--- src/rtl/sorted_run_merger.sv ---
// sorted_run_merger: stable merge of two pre-sorted key runs into one valid/ready output stream.
// Define SORT_DESC_EN for descending runs; ties always go to port A.
module sorted_run_merger #(
    parameter int WIDTH = 16,
    parameter int LEN_A = 10,
    parameter int LEN_B = 100
) (
    input  logic             clk,
    input  logic             rst_n,
    input  logic             start,
    input  logic [WIDTH-1:0] a_data,
    input  logic             a_valid,
    output logic             a_ready,
    input  logic [WIDTH-1:0] b_data,
    input  logic             b_valid,
    output logic             b_ready,
    output logic [WIDTH-1:0] m_data,
    output logic             m_src,
    output logic             m_last,
    output logic             m_valid,
    input  logic             m_ready,
    output logic             busy,
    output logic             done,
    output logic             order_err
);
    localparam int CA = $clog2(LEN_A + 1);
    localparam int CB = $clog2(LEN_B + 1);
    localparam logic [CA-1:0] A_END  = CA'(LEN_A);
    localparam logic [CA-1:0] A_LAST = CA'(LEN_A - 1);
    localparam logic [CB-1:0] B_END  = CB'(LEN_B);
    localparam logic [CB-1:0] B_LAST = CB'(LEN_B - 1);

    typedef enum logic [1:0] {IDLE, MERGE, FLUSH, DONE} state_t;

    state_t           state_q, state_d;
    logic [CA-1:0]    cnt_a_q, cnt_a_d;
    logic [CB-1:0]    cnt_b_q, cnt_b_d;
    logic [WIDTH-1:0] prev_a_q, prev_a_d, prev_b_q, prev_b_d, m_data_q, m_data_d;
    logic             m_src_q, m_src_d, m_last_q, m_last_d, m_valid_q, m_valid_d, err_q, err_d;
    logic             a_end, b_end, a_first, a_bad, b_bad, sel_a, sel_b, slot_free, last_a, last_b;

`ifdef SORT_DESC_EN
    assign a_first = a_data >= b_data;
    assign a_bad   = a_data > prev_a_q;
    assign b_bad   = b_data > prev_b_q;
`else
    assign a_first = a_data <= b_data;
    assign a_bad   = a_data < prev_a_q;
    assign b_bad   = b_data < prev_b_q;
`endif

    assign a_end     = cnt_a_q == A_END;
    assign b_end     = cnt_b_q == B_END;
    // Once one run is exhausted the other passes through on its own valid
    assign sel_a     = !a_end && a_valid && (b_end || (b_valid && a_first));
    assign sel_b     = !b_end && b_valid && (a_end || (a_valid && !a_first));
    assign slot_free = state_q == MERGE && (!m_valid_q || m_ready);
    assign a_ready   = slot_free && sel_a;
    assign b_ready   = slot_free && sel_b;
    assign last_a    = cnt_a_q == A_LAST && b_end;
    assign last_b    = cnt_b_q == B_LAST && a_end;

    always_comb begin
        state_d   = state_q;
        cnt_a_d   = cnt_a_q;
        cnt_b_d   = cnt_b_q;
        prev_a_d  = prev_a_q;
        prev_b_d  = prev_b_q;
        m_data_d  = m_data_q;
        m_src_d   = m_src_q;
        m_last_d  = m_last_q;
        m_valid_d = m_valid_q;
        err_d     = err_q;
        case (state_q)
            IDLE: if (start) begin
                state_d  = MERGE;
                cnt_a_d  = '0;
                cnt_b_d  = '0;
                prev_a_d = '0;
                prev_b_d = '0;
                err_d    = 1'b0;
                m_last_d = 1'b0;
            end
            MERGE: begin
                if (m_ready) m_valid_d = 1'b0;
                if (a_ready) begin
                    m_data_d  = a_data;
                    m_src_d   = 1'b0;
                    m_last_d  = last_a;
                    m_valid_d = 1'b1;
                    cnt_a_d   = cnt_a_q + 1'b1;
                    prev_a_d  = a_data;
                    err_d     = err_q || (cnt_a_q != '0 && a_bad);
                    state_d   = last_a ? FLUSH : MERGE;
                end else if (b_ready) begin
                    m_data_d  = b_data;
                    m_src_d   = 1'b1;
                    m_last_d  = last_b;
                    m_valid_d = 1'b1;
                    cnt_b_d   = cnt_b_q + 1'b1;
                    prev_b_d  = b_data;
                    err_d     = err_q || (cnt_b_q != '0 && b_bad);
                    state_d   = last_b ? FLUSH : MERGE;
                end
            end
            FLUSH: if (m_valid_q && m_ready) begin
                m_valid_d = 1'b0;
                state_d   = DONE;
            end
            default: state_d = IDLE;
        endcase
    end

    always_ff @(posedge clk or negedge rst_n) begin
        if (!rst_n) begin
            state_q   <= IDLE;
            cnt_a_q   <= '0;
            cnt_b_q   <= '0;
            prev_a_q  <= '0;
            prev_b_q  <= '0;
            m_data_q  <= '0;
            m_src_q   <= 1'b0;
            m_last_q  <= 1'b0;
            m_valid_q <= 1'b0;
            err_q     <= 1'b0;
        end else begin
            state_q   <= state_d;
            cnt_a_q   <= cnt_a_d;
            cnt_b_q   <= cnt_b_d;
            prev_a_q  <= prev_a_d;
            prev_b_q  <= prev_b_d;
            m_data_q  <= m_data_d;
            m_src_q   <= m_src_d;
            m_last_q  <= m_last_d;
            m_valid_q <= m_valid_d;
            err_q     <= err_d;
        end
    end

    assign m_data    = m_data_q;
    assign m_src     = m_src_q;
    assign m_last    = m_last_q;
    assign m_valid   = m_valid_q;
    assign order_err = err_q;
    assign busy      = state_q != IDLE;
    assign done      = state_q == DONE;
endmodule

--- config.mk ---
export PLATFORM = sky130hd
export DESIGN_NAME = sorted_run_merger
export DESIGN_NICKNAME = d
export VERILOG_FILES = /design/src/rtl/sorted_run_merger.sv
export SDC_FILE = /design/constraint.sdc
export NUM_CORES = 1
export LEC_CHECK = 0
export CELL_PAD_IN_SITES_DETAIL_PLACEMENT = 2
export CELL_PAD_IN_SITES_GLOBAL_PLACEMENT = 2
export CORE_MARGIN = 3
export CORE_UTILIZATION = 37
export CTS_CLUSTER_SIZE = 40
export DETAILED_ROUTE_END_ITERATION = 7
export GPL_ROUTABILITY_DRIVEN = 0
export PLACE_DENSITY_LB_ADDON = 0.1
export SLEW_MARGIN = 20
export SYNTH_ARGS = -nofsm -noshare
export SYNTH_HDL_FRONTEND = slang
export SYNTH_SLANG_ARGS = --single-unit
--- constraint.sdc ---
create_clock -name clk -period 5.1 [get_ports clk]
set_input_delay 1.275 -clock clk [delete_from_list [all_inputs] [get_ports clk]]
set_output_delay 1.275 -clock clk [all_outputs]
set_load 0.02 [all_outputs]
Word-level counts from Yosys, hierarchy flattened

Cells that the tools add are included.

Equal/unequal tests: 14
Reduce and logical (&&, ||, !) cells: 36
Magnitude comparators: 3
Mux-type cells: 35
Add/subtract/negate cells: 2

Operators by type and width:

| kind                | count |
|---|---|
| $mux 16             | 5 |
| $pmux 16 s2         | 2 |
| $lt 16x16->1        | 2 |
| $mux 7              | 3 |
| $le 16x16->1        | 1 |
| $eq 7x7->1 const B  | 2 |
| $logic_and 1x1->1   | 14 |
| $pmux 7 s2          | 1 |
| $mux 2              | 6 |
| $reduce_and 3->1    | 4 |
| $mux 1              | 11 |
| $ne 2x2->1 const B  | 5 |
| $eq 4x4->1 const B  | 2 |
| $mux 4              | 2 |
| $pmux 4 s2          | 1 |
| $reduce_bool 2->1   | 4 |
| $add 7x1->7 const B | 1 |
| $reduce_bool 7->1   | 1 |
| $pmux 1 s2          | 3 |
| $pmux 2 s3          | 1 |
| $logic_or 1x1->1    | 5 |
| $add 4x1->4 const B | 1 |
| $eq 2x2->1 const B  | 2 |
| $logic_not 1->1     | 4 |
| other kinds (7)     | 7 |

Bits of input ports: 38
Output and inout port bits: 24
Register bits after elaboration: 65
Word-level logic and storage cells: 100

Longest topological paths before layout

Gate-level depths: netlist (run 1).

Depth after elaboration: 9
Mapped depth: 11
Mapped depth without buffers: 9

Worst setup path after synthesis (run 1)

Ideal clock, no wire load.

Kind: input-to-output
Start: input b_data[1]
End: output b_ready
Slack: 0.945 ns
Path buffers: 2
Stages: 9
Arrival: 2.880 ns
Cell sequence: inv_1 > ha_1 > nor2b_1 > o211ai_1 > a2111oi_4 > o31ai_1 > a21oi_1 > buf_2 > buf_2

Word-level cells in the longest chain between the ends: 6

Ends and longest elaborated chain:

| item               | line | source |
|---|---|---|
| start: declaration | 14   | `input logic [WIDTH-1:0] b_data,` |
| $le 16x16->1       | 47   | `assign a_first = a_data <= b_data;` |
| $logic_not 1->1    | 56   | `assign sel_b = !b_end && b_valid && (a_end \|\| (a_valid && !a_first));` |
| $logic_and 1x1->1  | 56   |  |
| $logic_or 1x1->1   | 56   |  |
| $logic_and 1x1->1  | 56   |  |
| $logic_and 1x1->1  | 59   | `assign b_ready = slot_free && sel_b;` |
| end: declaration   | 16   | `output logic b_ready,` |

No other way between the ends.

Worst setup path in the final report (run 1)

Ends and elaborated chain as after synthesis.

==> results.txt, run 1 <==
For the area of the mapped netlist, the log shows 4160 sq um. The final critical-path required period works out to 4900 ps. The worst reg2reg path endpoint is cnt_b_q[0]. The static leakage power was 2.58 nW; the number of global-route vias before repair was 4285. The post-synthesis sequential element count came out at 65. Data on the critical path is required at its endpoint by 3830 ps. In the synthesized netlist the dominant register cell turns out to be sky130_fd_sc_hd__dfrtp_1.

The critical path is of the in2out type. The transition time at the pin with the least slew margin came out at 958 ps. The height of the die is 112 um.

Count of distinct cell types in the synthesized netlist: 53. Maximum level of the CTS H-tree: 3. In this run the clock root is driven by a sky130_fd_sc_hd__clkbuf_8.

Total negative slack: 0 ps. In the global route stage, met2 resource usage came out at 41.1%. Pin placement for this block handled 62 I/O pins. In this run the cell area measured after placement is 5150 sq um.

Based on the critical path, the design can be clocked at up to 204 MHz. Across the VDD grid, the largest voltage drop is 203 uV. Row generation in the floorplan step produced 38 rows. The number of cells traversed by the worst hold path is 1.

The post-route netlist has 12.4% of its cells at a drive strength greater than 1. The critical path starts at b_data[1]. The critical path goes through clkdlybuf4s50_1 -> inv_1 -> ha_1 -> nor2b_1 -> o211ai_1 -> buf_4 -> a2111oi_4 -> o31ai_1 -> a21oi_2 -> dlygate4sd2_1.

Summing internal, switching and leakage power gives 2.55 mW. Before antenna repair, the detailed router went through 5 iterations. The final layout net count was 609. Measured along the x axis, the die boundary spans 112 um. Dividing total power by cell area gives a power density of 479 nW/um^2. The global-route layer with the greatest usage is met2. The final clock skew was 10.8 ps. TritonCTS built the clock tree. For the net count after synthesis, the log shows 511.

Async set-reset flop share out of synthesis: 100%. The wire length of the first global-routing pass came out at 23600 um. The flow ran to the end, and the final reports show no timing, DRC or antenna violations. The largest individual stage delay along the critical path comes from the cell sky130_fd_sc_hd__clkdlybuf4s50_1. Detailed placement ended at an HPWL of 10500 um. The final layout contains routed wiring with a total length of 14200 um.

The met3 usage in global routing came out at 4.29%. Number of enable flip-flop cells after synthesis: 0. Leaving out fill and tap cells, the most frequent cell in the layout is sky130_fd_sc_hd__inv_1. For this design, the sink count on the clock tree is 65.

The data arrival time of the critical path was 3630 ps. Dividing the detail-routed wire length by the instance count gives 21.6 um. For this run, the total global-route usage over all layers was measured as 24.3%.

The type of destination of the critical path was an output pin. Setup repair after global routing left no endpoint under its margin. For the worst flop-to-flop path, the logic depth is 8.

In this run the standard cell core region covers 10900 sq um. The initial utilization of the core area, before any placement, comes to 38.2%. The number of endpoints with negative hold slack in the final report is 0, and the number of warnings printed during yosys synthesis is 0. Entering global routing, the biggest net connects 42 pins.

After synthesis, the mean cell area works out to 9.96 sq um. STA classifies the critical path startpoint as a primary input. For hold timing, the worst endpoint is m_last. Across the run, the number of max-cap violations was 0.

In this run the worst path has a maximum fanout of 2. Clock-pin slew was measured on the worst setup and hold paths at 70 ps. Sequential share of the synthesized area: 39.1%. After layout, the worst path uses 96.1% of the clock period. Input and output buffers added on the ports amount to 61. The maximum single-stage delay on the critical path is 480 ps, and the antenna diode instance count is 0. The via-per-instance ratio is 5.66. The tools report the sum of overflow across all layers after global routing as 0. In this run, post-CTS hold repair placed 0 buffers. The count of final max-slew check failures is 0, and the post-synthesis to final-layout area growth is 28.0%. In the synthesized netlist, the number of instances is 417. In this run, CTS created clock tree buffers numbering 9. In this run the tightest slew margin relative to its limit is 36.1%. Path category of the worst min-delay check: reg2reg.

The total setup violations reported at the end of the flow is 0, and the maximum count of clock buffers along a single path is 2. The run gives 12500 sq um as the area enclosed by the die boundary. The tools report the met1 global-route usage as 31.0%.

In this run the remaining antenna-violating nets after routing total 0. The first routing iteration left 165 violations. The run gives 5320 sq um as the final standard cell area without fillers.

After filler insertion, the fill cell instance count of the layout stands at 1175. In this run the register-to-register setup slack is 1950 ps. After detailed routing, the number of remaining DRC violations is 0.

The top cell types in the final layout, fill and taps aside, are 76 x sky130_fd_sc_hd__inv_1, 65 x sky130_fd_sc_hd__dfrtp_1, 58 x sky130_fd_sc_hd__clkdlybuf4s50_1. The launch point of the worst hold path is m_last. The detailed router placed 3726 vias in this run.

The startpoint identified for the worst register-to-register timing path is state_q[1]. The tools report the number of antenna violations at the first check in global routing as 0. Clock latency on the worst-skew pair: 360 ps.
==> stage by stage <==
stage | hold WS, ps | instances | worst slack (ps) | util, %
global route | 514 | 658 | 19.5 | 48.8
finish | 483 | 658 | 197 | 48.8
global placement | 474 | 644 | -22.5 | 47.3
floorplan | 465 | 417 | 945 | -
CTS | 487 | 658 | 145 | 48.8
detailed placement | 474 | 644 | -119 | 47.3
==> worst max path at each step <==
stage | end | slack [ps] | cells after the start
finish | b_ready | 200 | 10
floorplan | b_ready | 940 | 9
detailed placement | b_ready | -120 | 10
global placement | b_ready | -20 | 10
global route | b_ready | 20 | 10
CTS | b_ready | 140 | 10
==> Yosys cell counts (all sizes together), types with 2 or more instances <==
cell type | instances | area [sq um]
a2111oi | 2 | 36.3
a211oi | 4 | 30.0
a21o | 8 | 60.1
a21oi | 17 | 85.1
a222oi | 15 | 150
a22o | 35 | 307
a22oi | 2 | 15.0
and3 | 2 | 12.5
buf | 13 | 85.1
dfrtp | 65 | 1630
ha | 56 | 701
inv | 76 | 285
mux2 | 2 | 22.5
mux2i | 2 | 20.0
nand2 | 15 | 56.3
nand2b | 7 | 43.8
nand3 | 7 | 35.0
nand3b | 2 | 15.0
nand4 | 10 | 68.8
nor2 | 13 | 48.8
nor2b | 5 | 31.3
nor3 | 4 | 25.0
nor4b | 2 | 17.5
o2111ai | 2 | 17.5
o211ai | 5 | 42.5
o21a | 2 | 22.5
o21ai | 19 | 106
o311ai | 2 | 17.5
o31ai | 2 | 15.0
o41ai | 2 | 17.5
or3 | 6 | 37.5
==> area by class of cell <==
type	instances	area (sq um)	area share [%]
Timing Repair Buffer	101	903	17.0
Multi-Input combinational cell	262	2160	40.7
Clock buffer	14	163	3.06
Inverter	76	285	5.36
Tap cell	140	175	3.29
Sequential cell	65	1630	30.6
==> worst max-delay path: cells and delay by family <==
family / cells / cell delay, ps
buffers and inverters: 4 / 1070
AOI/OAI and AO/OA: 4 / 850
adders and majority gates: 1 / 280
and+or+nand+nor: 1 / 150
==> where the power goes <==
group,internal (mW),switching [mW]
logic,0.571,0.697
registers,0.726,0.154
clock network,0.199,0.202
==> registers in the layout (all words and copies together), names as in the netlist, 2 cells and up <==
| name | flops |
|---|---|
| m_data | 16 |
| prev_a_q | 16 |
| prev_b_q | 16 |
| cnt_b_q | 7 |
| cnt_a_q | 4 |
| state_q | 2 |
==> layer usage <==
metal,wire length (um),up-vias
met2,7160,81
li1,-,1716
met3,522,26
met4,307,0
met1,6200,1903
met5,0,-
==> repair_timing <==
action | CTS | global route
gates resized for setup | 3 | 0
hold endpoints to repair | 0 | 0
endpoints found under the setup margin | 2 | 0
setup buffers | 0 | 0
==> cells by family after synthesis <==
| family | Yosys count | synth area share [%] |
|---|---|---|
| AO/OA/AOI/OAI | 126 | 24.0 |
| AND/OR/NAND/NOR | 76 | 9.94 |
| multiplexers | 4 | 1.02 |
| adder cells (fa/ha/maj) | 56 | 16.9 |
| buffers and inverters | 90 | 9.00 |
| flip-flops | 65 | 39.1 |
Power figures use the tool's default switching activity.
==> inputs of run 2 (changes only) <==
Settings changed: CAP_MARGIN set to 20, CTS_CLUSTER_SIZE 40 to unset, GPL_TIMING_DRIVEN set to 0.
==> run 2 against run 1 <==
Compared with the run above: critical path depth up 1; clock power up 13%; power up 2.1%; core utilization grew 0.34 points; sequential cell count stayed put; combinational power barely moved.
==> results.txt, run 2 (synthesis gave the netlist of run 1 again) <==
The flow ran to the end, and the final reports show no timing, DRC or antenna violations. The logs give 9970 um (-4.7%) for the post-DP HPWL and 12500 sq um (unchanged) for the area enclosed by the die boundary. The transition time at the pin with the least slew margin is 602 ps (-356 ps). The run gives 0 (unchanged) as the max-cap check violation count. The tools report the clock latency on the worst-skew pair as 350 ps (about the same).

The top cell types in the final layout, fill and taps aside, are 76 x sky130_fd_sc_hd__inv_1, 65 x sky130_fd_sc_hd__dfrtp_1, 51 x sky130_fd_sc_hd__ha_1. The number of global-route vias before repair is 4129 (-3.6%), and the maximum count of clock buffers along a single path is 2 (unchanged). The run gives 2.65 nW (+2.9%) as the static leakage power.

For the total negative slack, the log shows 0 ps (unchanged). The data arrival time of the critical path is 3740 ps (+110 ps). The final critical-path required period came out at 5020 ps (+113 ps). The endpoint identified for the worst register-to-register timing path is prev_a_q[7]. The tools report the number of hold-repair buffers added at the cts stage as 0 (unchanged). The final standard cell area without fillers is 5360 sq um (+0.71%), and the total buffers and inverters traversed by the critical path is 5 (+1). The standard cell core area was 10900 sq um (unchanged). The total wire length is 13700 um (-3.5%).

In this run the critical register-to-register path is launched from state_q[1]. The tools report the peak supply drop as 204 uV (+0.71%). The worst setup path is launched from a primary input. The logs give 4970 sq um (-3.6%) for the post-placement cell area and 52 (+24%) for the maximum number of pins on one net before global-route repair. The part of the cycle the worst path needs is 98.4% (+2.2 points).

The endpoint of the worst hold-timing path was prev_a_q[9]. The signal on the critical path passes through clkdlybuf4s50_1 -> ha_4 -> nand4_1 -> buf_4 -> nor4_4 -> nor2b_1 -> o31ai_1 -> a21oi_1 -> buf_6 -> buf_6 -> clkdlybuf4s15_2. Clock buffer count from CTS: 9 (unchanged). Path category of the worst min-delay check: reg2reg.

The tools report the number of nets with antenna violations after detailed routing as 0 (unchanged). Cell with the largest stage delay on the worst path: sky130_fd_sc_hd__clkdlybuf4s50_1. The biggest fanout along the worst timing path is 10 (+8), and the fraction of final layout cells with drive strength greater than 1 is 10.4% (-1.9 points). Number of design-rule violations left by the first detailed-router iteration: 181 (+9.7%). Relative to the synthesized area, the layout overhead comes to 28.9%. The logs give 3830 ps (about the same) for the critical path required time and 0 (unchanged) for the count of unresolved DRC violations after routing. The run gives 0 (unchanged) as the antenna diode instance count. In this design, the largest share of critical-path delay is due to buffers and inverters. The run gives 38 (unchanged) as the total number of placement rows.

The total power density per cell area was 486 nW/um^2 (+1.3%). The worst setup path is captured at an output pin. The tools report the CTS sink count as 65 (unchanged). The logs give 0 (unchanged) for the count of final max-slew check failures and 0 (unchanged) for the number of antenna violations at the first check in global routing. TritonCTS built the clock tree. The routed length per instance was 21.4 um (-0.66%); the wire length of the first global-routing pass was 22500 um (-4.5%). The number of buffer cells added on primary ports was 61 (unchanged). The horizontal die dimension came out at 112 um (unchanged). The top-level I/O count was 62 (unchanged). The total setup violations reported at the end of the flow came out at 0 (unchanged). Sum of overflow across all layers after global routing: 0 (unchanged). The total global routing track utilization was 22.8% (-1.4 points); the height of the die was 112 um (unchanged). The total via count in the routed design is 3632 (-2.5%), and the reg2reg setup slack is 2440 ps (+490 ps). The via-per-instance ratio works out to 5.68 (+0.38%). The launch point of the worst hold path was prev_a_q[9]. Maximum frequency from static timing analysis: 199 MHz (-2.3%). The cell sitting at the root of the clock tree is a sky130_fd_sc_hd__clkbuf_8. The count of TritonRoute iterations in the first routing pass was 5 (unchanged); the depth of the worst register-to-register path was 9 (+1). Worst-case headroom to the max-slew limit: 59.8% (+24 points). Cell occurring most often along the worst timing path: sky130_fd_sc_hd__buf_6. The clock transition at the registers of the reported paths was 70 ps (about the same). The maximum single-stage delay on the critical path is 510 ps (+30 ps).

The number of cells traversed by the worst hold path was 1 (unchanged); the initial core utilization was 38.2% (unchanged). The kind of critical path was in2out. The tools report the final layout net count as 588 (-3.4%). Most common cell after layout, fill and taps aside: sky130_fd_sc_hd__inv_1. Final clock skew: 7.41 ps (-3.37 ps). The maximum level of the CTS H-tree is 3 (unchanged).

The number of endpoints with negative hold slack in the final report came out at 0 (unchanged).
==> run 2: cell types whose count changed in the layout (fill, tap and decap cells not counted), moves of 2 or more <==
cell | before | now
sky130_fd_sc_hd__ha_1 | 56 | 51
sky130_fd_sc_hd__buf_6 | 0 | 4
sky130_fd_sc_hd__dlymetal6s2s_1 | 0 | 16
sky130_fd_sc_hd__buf_2 | 1 | 5
sky130_fd_sc_hd__buf_4 | 40 | 9
sky130_fd_sc_hd__clkdlybuf4s50_1 | 58 | 39
sky130_fd_sc_hd__clkinv_2 | 0 | 2
sky130_fd_sc_hd__clkdlybuf4s15_2 | 0 | 2
sky130_fd_sc_hd__ha_4 | 0 | 5
==> run 2: cell type report <==
class,instances,area (sq um)
fill,1138,5530
multi-input combinational,262,2270
sequential,65,1630
timing repair buffer,67,712
inverter,76,285
tap,140,175
clock buffer,13,149
buffer,13,96.3
clock inverter,3,40.0
==> run 2: where the power goes <==
group	switching, mW	internal (mW)	total, mW	leakage [nW]
combinational	0.692	0.580	1.27	1.72
sequential	0.151	0.726	0.877	0.831
clock	0.214	0.239	0.453	0.0974
==> run 2: metal layers <==
layer / track usage, % / routed length, um / vias to the layer above
li1: - / - / 1676
met1: 29.6 / 6060 / 1881
met2: 40.1 / 7030 / 65
met3: 4.18 / 488 / 10
met4: 4.65 / 108 / 0
met5: 0 / 0 / -
==> run 2: timing repair <==
item	CTS	global route
pin swaps	4	8
gates resized for setup	19	22
buffers inserted	3	2
setup endpoints to repair	2	2
endpoints found under the hold margin	0	0
==> run 2: worst max-delay path by stage <==
stage	end	slack, ps	start	depth (start not counted)
4_1_cts	b_ready	10	b_data[13]	10
6_report	b_ready	80	a_data[5]	11
3_5_place_dp	b_ready	-1100	b_data[11]	10
2_1_floorplan	b_ready	940	b_data[1]	9
3_3_place_gp	b_ready	-980	b_data[11]	10
5_1_grt	b_ready	-30	a_data[5]	11
==> run 2: worst reg2reg max path, cell delays in order, from the launching register on <==
cell and delay (ps):
sky130_fd_sc_hd__dfrtp_1 430, sky130_fd_sc_hd__inv_1 100, sky130_fd_sc_hd__ha_1 200, sky130_fd_sc_hd__clkbuf_1 360, sky130_fd_sc_hd__o2111ai_1 260, sky130_fd_sc_hd__nor2_1 290
sky130_fd_sc_hd__o21a_4 300, sky130_fd_sc_hd__o21ai_4 150, sky130_fd_sc_hd__buf_4 240, sky130_fd_sc_hd__a22o_1 200
==> run 2: per-stage QoR <==
stage	power (mW)	setup WS (ps)	std cells	util, %	hold WS (ps)
2_1_floorplan	1.64	945	417	-	465
3_3_place_gp	2.05	-980	618	45.4	466
3_5_place_dp	2.12	-1100	619	45.6	489
4_1_cts	2.62	11.4	637	48.0	508
5_1_grt	2.82	-29.0	639	49.2	523
6_report	2.60	83.6	639	49.2	507
